`src/rtl/ppc_types.sv`:
```
`default_nettype none
// +----------------------------------------------------------------------------+
// | ppc_types                                                                  |
// | Shared decode and reservation-station types for the integer divide path.   |
// | Revision: 1.0                                                              |
// +----------------------------------------------------------------------------+
package ppc_types;

  // Tags are stored zero-extended to this width; RS_ID_WIDTH must not exceed it.
  localparam int c_rs_tag_max_w = 8;

  typedef struct packed {
    logic is_signed;
    logic want_rem;
    logic set_cr;
    logic set_ov;
  } div_decode_t;

  typedef struct packed {
    logic                      avail;
    logic [c_rs_tag_max_w-1:0] tag;
    logic [0:31]               value;
  } div_rs_operand_t;

  typedef struct packed {
    logic            busy;
    logic [0:4]      result_reg_addr;
    div_decode_t     control;
    div_rs_operand_t op1;
    div_rs_operand_t op2;
  } div_rs_entry_t;

  // Capture a CDB result into an operand that is still waiting on that tag.
  function automatic div_rs_operand_t div_rs_snoop(
    input div_rs_operand_t           op,
    input logic                      hit_en,
    input logic [c_rs_tag_max_w-1:0] cdb_tag,
    input logic [0:31]               cdb_result
  );
    div_rs_operand_t w_op;
    w_op = op;
    if (hit_en && !op.avail && (op.tag == cdb_tag)) begin
      w_op.avail = 1'b1;
      w_op.value = cdb_result;
    end
    return w_op;
  endfunction

endpackage
`default_nettype wire

```
`src/rtl/div_rs_age_matrix.sv`:
```
`default_nettype none
// +----------------------------------------------------------------------------+
// | div_rs_age_matrix                                                          |
// | Age matrix giving the oldest eligible entry as a one-hot vector.           |
// | Revision: 1.0                                                              |
// +----------------------------------------------------------------------------+
module div_rs_age_matrix #(
  parameter int N = 4
) (
  input  logic         clk,
  input  logic         rst_n,
  input  logic [N-1:0] i_alloc,
  input  logic [N-1:0] i_free,
  input  logic [N-1:0] i_elig,
  output logic [N-1:0] o_oldest
);

  // r_age[i][j] = 1 means entry i was allocated before entry j.
  logic [N-1:0][N-1:0] r_age;

  always_ff @(posedge clk or negedge rst_n) begin
    if (!rst_n) begin
      r_age <= '0;
    end else begin
      for (int i = 0; i < N; i++) begin
        for (int j = 0; j < N; j++) begin
          if (i_alloc[j]) begin
            r_age[i][j] <= (i != j);
          end else if (i_alloc[i] || i_free[i]) begin
            r_age[i][j] <= 1'b0;
          end
        end
      end
    end
  end

  always_comb begin : p_oldest
    logic w_win;
    o_oldest = '0;
    for (int i = 0; i < N; i++) begin
      w_win = i_elig[i];
      for (int j = 0; j < N; j++) begin
        if ((j != i) && i_elig[j] && !r_age[i][j]) begin
          w_win = 1'b0;
        end
      end
      o_oldest[i] = w_win;
    end
  end

endmodule
`default_nettype wire

```
`src/rtl/div_reservation_station.sv`:
```
`default_nettype none
// +----------------------------------------------------------------------------+
// | div_reservation_station                                                    |
// | Holds divide ops until operands arrive over the CDB, then issues them.     |
// | Option: DIV_RS_OLDEST_FIRST_EN selects oldest-first instead of lowest-index.|
// | Revision: 1.0                                                              |
// +----------------------------------------------------------------------------+
module div_reservation_station
  import ppc_types::*;
#(
  parameter int RS_ID_WIDTH = 5,
  parameter int RS_ENTRIES  = 4,
  parameter int RS_ID_BASE  = 0
) (
  input  logic                   clk,
  input  logic                   rst_n,
  input  logic                   flush,
  input  logic                   dispatch_valid,
  output logic                   dispatch_ready,
  input  logic [0:4]             dispatch_result_reg_addr,
  input  div_decode_t            dispatch_control,
  input  logic [0:31]            dispatch_op1_value,
  input  logic [0:31]            dispatch_op2_value,
  input  logic                   dispatch_op1_avail,
  input  logic                   dispatch_op2_avail,
  input  logic [0:RS_ID_WIDTH-1] dispatch_op1_tag,
  input  logic [0:RS_ID_WIDTH-1] dispatch_op2_tag,
  input  logic                   cdb_valid,
  input  logic [0:RS_ID_WIDTH-1] cdb_rs_id,
  input  logic [0:31]            cdb_result,
  output logic                   issue_valid,
  input  logic                   issue_ready,
  output logic [0:RS_ID_WIDTH-1] issue_rs_id,
  output logic [0:4]             issue_result_reg_addr,
  output logic [0:31]            issue_op1,
  output logic [0:31]            issue_op2,
  output div_decode_t            issue_control
);

  localparam int c_idx_w = (RS_ENTRIES > 1) ? $clog2(RS_ENTRIES) : 1;

  div_rs_entry_t             r_entry [RS_ENTRIES];
  logic [RS_ENTRIES-1:0]     w_busy;
  logic [RS_ENTRIES-1:0]     w_elig;
  logic [RS_ENTRIES-1:0]     w_alloc_oh;
  logic [RS_ENTRIES-1:0]     w_sel_oh;
  logic [RS_ENTRIES-1:0]     w_alloc_vec;
  logic [RS_ENTRIES-1:0]     w_free_vec;
  logic                      w_dispatch_fire;
  logic                      w_issue_load;
  logic                      w_issue_fire;
  logic                      w_any_elig;
  logic [c_idx_w-1:0]        w_sel_idx;
  logic [c_rs_tag_max_w-1:0] w_cdb_tag;
  div_rs_operand_t           w_new_op1;
  div_rs_operand_t           w_new_op2;

  logic                      r_issue_valid;
  logic [0:RS_ID_WIDTH-1]    r_issue_rs_id;
  logic [0:4]                r_issue_rd;
  logic [0:31]               r_issue_op1;
  logic [0:31]               r_issue_op2;
  div_decode_t               r_issue_control;

  assign dispatch_ready  = |(~w_busy);
  assign w_any_elig      = |w_elig;
  assign w_dispatch_fire = ~flush & dispatch_valid & dispatch_ready;
  assign w_issue_load    = ~r_issue_valid | issue_ready;
  assign w_issue_fire    = ~flush & w_issue_load & w_any_elig;
  assign w_alloc_vec     = w_dispatch_fire ? w_alloc_oh : '0;
  assign w_free_vec      = w_issue_fire ? w_sel_oh : '0;

  // Dispatch operands, including a same-cycle CDB bypass.
  always_comb begin
    w_cdb_tag                         = '0;
    w_cdb_tag[RS_ID_WIDTH-1:0]        = cdb_rs_id;
    w_new_op1                         = '0;
    w_new_op1.avail                   = dispatch_op1_avail;
    w_new_op1.tag[RS_ID_WIDTH-1:0]    = dispatch_op1_tag;
    w_new_op1.value                   = dispatch_op1_value;
    w_new_op2                         = '0;
    w_new_op2.avail                   = dispatch_op2_avail;
    w_new_op2.tag[RS_ID_WIDTH-1:0]    = dispatch_op2_tag;
    w_new_op2.value                   = dispatch_op2_value;
    w_new_op1 = div_rs_snoop(w_new_op1, cdb_valid, w_cdb_tag, cdb_result);
    w_new_op2 = div_rs_snoop(w_new_op2, cdb_valid, w_cdb_tag, cdb_result);
  end

  always_comb begin
    w_alloc_oh = '0;
    for (int i = RS_ENTRIES - 1; i >= 0; i--) begin
      if (!w_busy[i]) begin
        w_alloc_oh    = '0;
        w_alloc_oh[i] = 1'b1;
      end
    end
  end

`ifdef DIV_RS_OLDEST_FIRST_EN
  div_rs_age_matrix #(
    .N (RS_ENTRIES)
  ) u_age_matrix (
    .clk      (clk),
    .rst_n    (rst_n),
    .i_alloc  (w_alloc_vec),
    .i_free   (w_free_vec),
    .i_elig   (w_elig),
    .o_oldest (w_sel_oh)
  );
`else
  always_comb begin
    w_sel_oh = '0;
    for (int i = RS_ENTRIES - 1; i >= 0; i--) begin
      if (w_elig[i]) begin
        w_sel_oh    = '0;
        w_sel_oh[i] = 1'b1;
      end
    end
  end
`endif

  always_comb begin
    w_sel_idx = '0;
    for (int i = 0; i < RS_ENTRIES; i++) begin
      if (w_sel_oh[i]) begin
        w_sel_idx = c_idx_w'(i);
      end
    end
  end

  for (genvar gi = 0; gi < RS_ENTRIES; gi++) begin : g_entry
    assign w_busy[gi] = r_entry[gi].busy;
    assign w_elig[gi] = r_entry[gi].busy & r_entry[gi].op1.avail & r_entry[gi].op2.avail;

    always_ff @(posedge clk or negedge rst_n) begin
      if (!rst_n) begin
        r_entry[gi] <= '0;
      end else if (flush) begin
        r_entry[gi].busy <= 1'b0;
      end else if (w_alloc_vec[gi]) begin
        r_entry[gi] <= '{busy:            1'b1,
                         result_reg_addr: dispatch_result_reg_addr,
                         control:         dispatch_control,
                         op1:             w_new_op1,
                         op2:             w_new_op2};
      end else begin
        if (w_free_vec[gi]) begin
          r_entry[gi].busy <= 1'b0;
        end
        r_entry[gi].op1 <= div_rs_snoop(r_entry[gi].op1, cdb_valid & r_entry[gi].busy,
                                        w_cdb_tag, cdb_result);
        r_entry[gi].op2 <= div_rs_snoop(r_entry[gi].op2, cdb_valid & r_entry[gi].busy,
                                        w_cdb_tag, cdb_result);
      end
    end
  end

  // Payload is only refreshed on a load with something eligible, so it holds while stalled.
  always_ff @(posedge clk or negedge rst_n) begin
    if (!rst_n) begin
      r_issue_valid   <= 1'b0;
      r_issue_rs_id   <= '0;
      r_issue_rd      <= '0;
      r_issue_op1     <= '0;
      r_issue_op2     <= '0;
      r_issue_control <= '0;
    end else if (flush) begin
      r_issue_valid <= 1'b0;
    end else if (w_issue_load) begin
      r_issue_valid <= w_any_elig;
      if (w_any_elig) begin
        r_issue_rs_id   <= RS_ID_WIDTH'(RS_ID_BASE) + RS_ID_WIDTH'(w_sel_idx);
        r_issue_rd      <= r_entry[w_sel_idx].result_reg_addr;
        r_issue_op1     <= r_entry[w_sel_idx].op1.value;
        r_issue_op2     <= r_entry[w_sel_idx].op2.value;
        r_issue_control <= r_entry[w_sel_idx].control;
      end
    end
  end

  assign issue_valid           = r_issue_valid;
  assign issue_rs_id           = r_issue_rs_id;
  assign issue_result_reg_addr = r_issue_rd;
  assign issue_op1             = r_issue_op1;
  assign issue_op2             = r_issue_op2;
  assign issue_control         = r_issue_control;

endmodule
`default_nettype wire

```
`config.mk`:
```
export PLATFORM = sky130hd
export DESIGN_NAME = div_reservation_station
export DESIGN_NICKNAME = d
export VERILOG_FILES = /design/src/rtl/ppc_types.sv /design/src/rtl/div_rs_age_matrix.sv /design/src/rtl/div_reservation_station.sv
export SDC_FILE = /design/constraint.sdc
export NUM_CORES = 1
export LEC_CHECK = 0
export ABC_CLOCK_PERIOD_IN_PS = 2900
export BUFFER_PORTS_ARGS = -buffer_cell sky130_fd_sc_hd__buf_2
export CELL_PAD_IN_SITES_DETAIL_PLACEMENT = 1
export CELL_PAD_IN_SITES_GLOBAL_PLACEMENT = 1
export CORE_MARGIN = 2
export CORE_UTILIZATION = 45
export DETAILED_ROUTE_END_ITERATION = 8
export HOLD_SLACK_MARGIN = 0.12
export MAX_ROUTING_LAYER = met4
export PLACE_DENSITY = 0.82
export SETUP_SLACK_MARGIN = 0.02
export SLEW_MARGIN = 10
export SYNTH_ARGS = -nofsm -noshare
export SYNTH_HDL_FRONTEND = slang
export SYNTH_SLANG_ARGS = --single-unit
```
`constraint.sdc`:
```
create_clock -name clk -period 2.9 [get_ports clk]
set_clock_uncertainty 0.2 [all_clocks]
set_input_delay 0.87 -clock clk [delete_from_list [all_inputs] [get_ports clk]]
set_output_delay 0.87 -clock clk [all_outputs]
set_load 0.01 [all_outputs]
```
* Yosys cells after proc, flatten, opt, wreduce, memory -nomap -nowiden
Cells that the tools add are included.
** Operators by class
- Multiply operators :: 0
- Bitwise gates (word level) :: 21
- Order comparisons :: 1
- Div/mod/pow operators :: 0
- Shifts and indexed selects :: 0
- Muxes and demuxes :: 54
- Equality and inequality tests :: 10
- Reductions and logical operators :: 58
- $add $sub $neg :: 0
** Operator list (number)
- 82-bit two-way mux :: 4
- 32-bit two-way mux :: 10
- 92-bit binary-select mux with 2-bit select :: 1
- 91-bit two-way mux :: 2
- 5-bit equality test :: 10
- 4-bit two-way mux :: 10
- 1-bit two-way mux :: 25
- 2-bit AND reduction :: 12
- 1-bit logical AND :: 20
- 2-bit nonzero test :: 9
- 1-bit AND :: 16
- 3-bit nonzero test :: 4
- 1-bit zero test :: 10
- 4-bit OR reduction :: 2
- 2-bit two-way mux :: 2
- 4-bit NOT :: 1
- 3-bit greater-or-equal comparator, second input constant :: 1
- 2-bit NOT with 3-bit output :: 1
- 3-bit AND reduction :: 1
- 1-bit NOT :: 2
- 1-bit OR :: 1
** Storage, ports and cells
- Bits in writable memories :: 0
- Bits in registers :: 420
- Memory bits (read-only) :: 0
- Memories :: 0
- Input port bits :: 128
- Latch bits :: 0
- Output and inout bits :: 80
- Word-level logic and storage cells :: 201

* Longest topological paths before layout
- Word-level depth :: 13
- Gate-level depth with buffers :: 8

* Least setup slack after synthesis
OpenSTA, ideal clock, no wires.
- Path type :: input-to-reg
- Start :: input port cdb_rs_id[1] (netlist name)
- End :: register r_entry[184] (netlist name)
- Setup time :: 126 ps
- Path slack :: 105 ps
- Path buffers :: 3
- Data required time :: 2574 ps
- Cell stages on the path :: 8
- Data arrival time :: 2469 ps
- Cells stage by stage :: buf_4 -> xnor2_1 -> nand3_1 -> or4_4 -> and2_1 -> buf_2 -> buf_6 -> a221o_1
** On the way
- Cells in the longest elaborated chain, start to end :: 4
** Ends and longest elaborated chain
- start: declaration :: line div_reservation_station.sv:29 : input logic [0:RS_ID_WIDTH-1] cdb_rs_id,
- 5-bit equality test :: line ppc_types.sv:42 : if (hit_en && !op.avail && (op.tag == cdb_tag)) begin
- 1-bit logical AND :: line ppc_types.sv:42
- 32-bit two-way mux / 2-bit nonzero test (equally long branches)
- 82-bit two-way mux / 2-bit AND reduction (equally long branches)
- end signal: indexed assignment :: line div_reservation_station.sv:141 : r_entry[gi] <= '{busy: 1'b1,
- end: declaration :: line div_reservation_station.sv:42 : div_rs_entry_t r_entry [RS_ENTRIES];
Several ways; a longest one is shown, not always the timed one.
A chain may end at the register's enable or synchronous reset.

* Worst setup path after layout
- Start :: register r_entry[275] (netlist name)
- End :: register r_entry[17] (netlist name)
** On the way
- Cells in the longest elaborated chain, start to end :: 6
** Ends and longest elaborated chain
- 4-bit NOT :: line div_reservation_station.sv:65 : assign dispatch_ready = |(~w_busy);
- 4-bit OR reduction :: line div_reservation_station.sv:65
- 1-bit AND :: line div_reservation_station.sv:67 : assign w_dispatch_fire = ~flush & dispatch_valid & dispatch_ready;
- 4-bit two-way mux * :: line div_reservation_station.sv:70 : assign w_alloc_vec = w_dispatch_fire ? w_alloc_oh : '0;
- 2-bit nonzero test (no line)
- 2-bit AND reduction (no line)
Every way passes the cells marked *; elsewhere a longest branch is shown, timed or not.

==> flow_metrics.env <==
export IMPL_grt_pass1_wl_mm=114.9
export IMPL_status="complete, no violations"
export IMPL_rsz0062_at_grt="false"
export IMPL_maxSlewHeadroom_pct=16.71
export IMPL_io_pins=208
export IMPL_drive_gt1_share_pct=23.77
export IMPL_yosysTopAreaCell="dfrtp_1"
export IMPL_ys_ff_latch=420
export IMPL_cp_slowest_stage_delay_ps=940
export IMPL_period_share_pct=95.60
export IMPL_holdWs_ps=276.4
export IMPL_fp_dieW_um=214.6
export IMPL_synth_flop_cell="dfrtp_1"
export IMPL_grt_use_total_pct=33.12
export IMPL_cts_hold_buffers=1
export IMPL_fmax_mhz=360.7
export IMPL_start_util_pct=45.34
export IMPL_cap_viol_max_count=0
export IMPL_drt_iter0_markers=1938
export IMPL_clock_latency_ps=600
export IMPL_worst_hold_path_type="reg2reg"
export IMPL_routed_wl_mm=74.81
export IMPL_cts_sink_count=420
export IMPL_cts_tree="done"
export IMPL_critPathSlowestCell="a21oi_4"
export IMPL_critPathLaunchType="register"
export IMPL_path_clk_slew_ps=60
export IMPL_viasPerCell=6.412
export IMPL_drc_errors=0
export IMPL_ys_types=49
export IMPL_placed_cell_area_um2=22570
export IMPL_ys_top_cells_by_area="dfrtp_1 (53%), mux2i_1 (7.3%), nand2_1 (7.2%)"
export IMPL_p_leak_nw=11.86
export IMPL_syn_area_per_cell_um2=10.65
export IMPL_cp_max_fo=32
export IMPL_ant_nets=0
export IMPL_port_buffers=204
export IMPL_wl_per_cell_um=27.74
export IMPL_ys_warn_count=0
export IMPL_core_area_um2=44030
export IMPL_first_pass_iters=7
export IMPL_fin_tns_setup_ps=0
export IMPL_syn2layout_area_growth_pct=20.73
export IMPL_synth_edf_count=0
export IMPL_async_reset_ff_share_pct=100.0
export IMPL_vdd_drop_max_uv=440.9
export IMPL_tightest_slew_ps=1247
export IMPL_cts_root_buf="clkbuf_16"
export IMPL_nNetsFinal=2189
export IMPL_die_area_um2=46060
export IMPL_finalCriticalPeriod_ps=2772
export IMPL_cts_resized=0
export IMPL_ctsLongestPathBuffers=3
export IMPL_rows=77
export IMPL_synth_yosys_seq_area_share_pct=52.65
export IMPL_place_ws_ps=-317.1
export IMPL_die_y_um=214.6
export IMPL_post_cts_buffers=0
export IMPL_postLayoutCellArea_um2=24100
export IMPL_cts_buffers=46
export IMPL_final_hold_viol_count=0
export IMPL_vias=17293
export IMPL_crit_chain="nand2_1 > or3_2 > a21oi_4 > a221o_1"
export IMPL_setup_viol=0
export IMPL_syn_cell_area_um2=19960
export IMPL_grt_start_max_net_pins=76
export IMPL_power_density_nw_per_um2=778.3
export IMPL_grt_overflow=0
export IMPL_grt_pass1_vias=18956
export IMPL_htreeDepth=2
export IMPL_cp_data_required_time_ps=3220
export IMPL_synth_top_area_share_pct=52.65
export IMPL_grt_antenna_before_repair=10
export IMPL_gp_congestion=0.9216
export IMPL_netlist_instances=1875
export IMPL_hpwl_mm=47.02
export IMPL_critical_path_class="reg2reg"
export IMPL_arrival_ps=3090
export IMPL_fin_util_pct=54.74
export IMPL_cp_end_kind="register"
export IMPL_maxSlewViolCount=0
export IMPL_setup_ws_ps=127.6
==> stage by stage <==
step           std cells  total power, mW
5_1_grt             2697            19.57
3_3_place_gp        2604            12.45
3_5_place_dp        2604            12.77
4_1_cts             2687            18.77
6_report            2697            18.76
2_1_floorplan       1877            10.77
==> path summary, 6_finish.rpt <==
check,start,end,slack (ps),cells after the start
worst max-delay path,r_entry[275]$_DFFE_PN0P_,r_entry[17]$_DFFE_PN0P_,130,4
worst min-delay path,r_entry[86]$_DFFE_PN0P_,r_entry[86]$_DFFE_PN0P_,280,2
worst min register to register,r_entry[86]$_DFFE_PN0P_,r_entry[86]$_DFFE_PN0P_,280,2
max in group asynchronous,rst_n,r_entry[120]$_DFFE_PN0P_,1060,4
min in group asynchronous,rst_n,issue_op1[13]$_DFFE_PN0P_,600,2
worst max register to register,r_entry[275]$_DFFE_PN0P_,r_entry[17]$_DFFE_PN0P_,130,4
==> per-layer routing <==
layer / vias to the layer above / GRT usage, % / part of all wire (%)
met5: - / - / 0
met4: 0 / 12.94 / 3.3
met3: 176 / 5.674 / 7.1
met2: 828 / 53.60 / 49
met1: 9064 / 41.63 / 41
li1: 7225 / - / -
==> state kept, by name (all words and copies together), names as in the netlist <==
name / count
issue_op2: 32
r_entry: 344
issue_op1: 32
issue_control: 4
issue_rs_id: 2
issue_result_reg_addr: 5
issue_valid: 1
==> layout by cell type, fill, tap and decap left out, types with 8 or more instances in the layout <==
master | Yosys | layout
diode_2 | 0 | 10
xnor2_1 | 31 | 31
buf_2 | 37 | 203
buf_12 | 0 | 45
inv_1 | 36 | 36
nand2b_1 | 34 | 33
o32a_1 | 32 | 32
nand3_1 | 10 | 10
dfrtp_1 | 420 | 420
o21a_1 | 33 | 33
mux2i_1 | 145 | 145
clkbuf_16 | 0 | 47
o221ai_1 | 73 | 73
buf_4 | 5 | 77
a22oi_1 | 37 | 37
a221o_1 | 95 | 95
and3_1 | 95 | 95
nand2_1 | 384 | 381
o221a_2 | 64 | 64
or3_1 | 33 | 32
a21oi_1 | 43 | 38
clkbuf_8 | 0 | 10
nor2_1 | 12 | 10
xor2_1 | 19 | 19
clkbuf_1 | 108 | 11
o22ai_1 | 33 | 32
o21ai_4 | 0 | 8
==> Yosys cell counts, types with 34 or more instances <==
library cell and n:
nand2b_1 34, inv_1 36, nand2_1 384, a22oi_1 37, o221ai_1 73, a21oi_1 43, buf_2 37, clkbuf_1 108
o221a_2 64, a221o_1 95, mux2i_1 145, and3_1 95, dfrtp_1 420
==> report_power, final <==
group,switching [mW],internal [mW],leakage [nW]
registers,1.09,7.37,5.33
clock network,2.52,3.42,0.735
logic,2.30,2.05,5.79
==> logic make-up after synthesis <==
kind of cell,share of synthesized area [%]
AO/OA/AOI/OAI,18.78
XOR/XNOR,2.194
buffers and inverters,5.045
flip-flops,52.65
multiplexers,7.270
other,0.01878
AND/OR/NAND/NOR,14.05
==> area by class of cell <==
cell class	instances	area (um2)
Fill cell	4735	19930
Clock inverter	14	146.4
Timing Repair Buffer	327	2520
Inverter	36	135.1
Antenna cell	10	25.02
Clock buffer	68	1355
Tap cell	592	740.7
Sequential cell	420	10510
Multi-Input combinational cell	1230	8670
==> worst max-delay path, delay by kind of cell, from the launching register on <==
| family | cells | cell delay (ps) |
|---|---|---|
| and+or+nand+nor | 2 | 680 |
| DFF | 1 | 540 |
| AOI/OAI and AO/OA | 2 | 1270 |
Note: power is estimated with default switching activity, not from simulation.
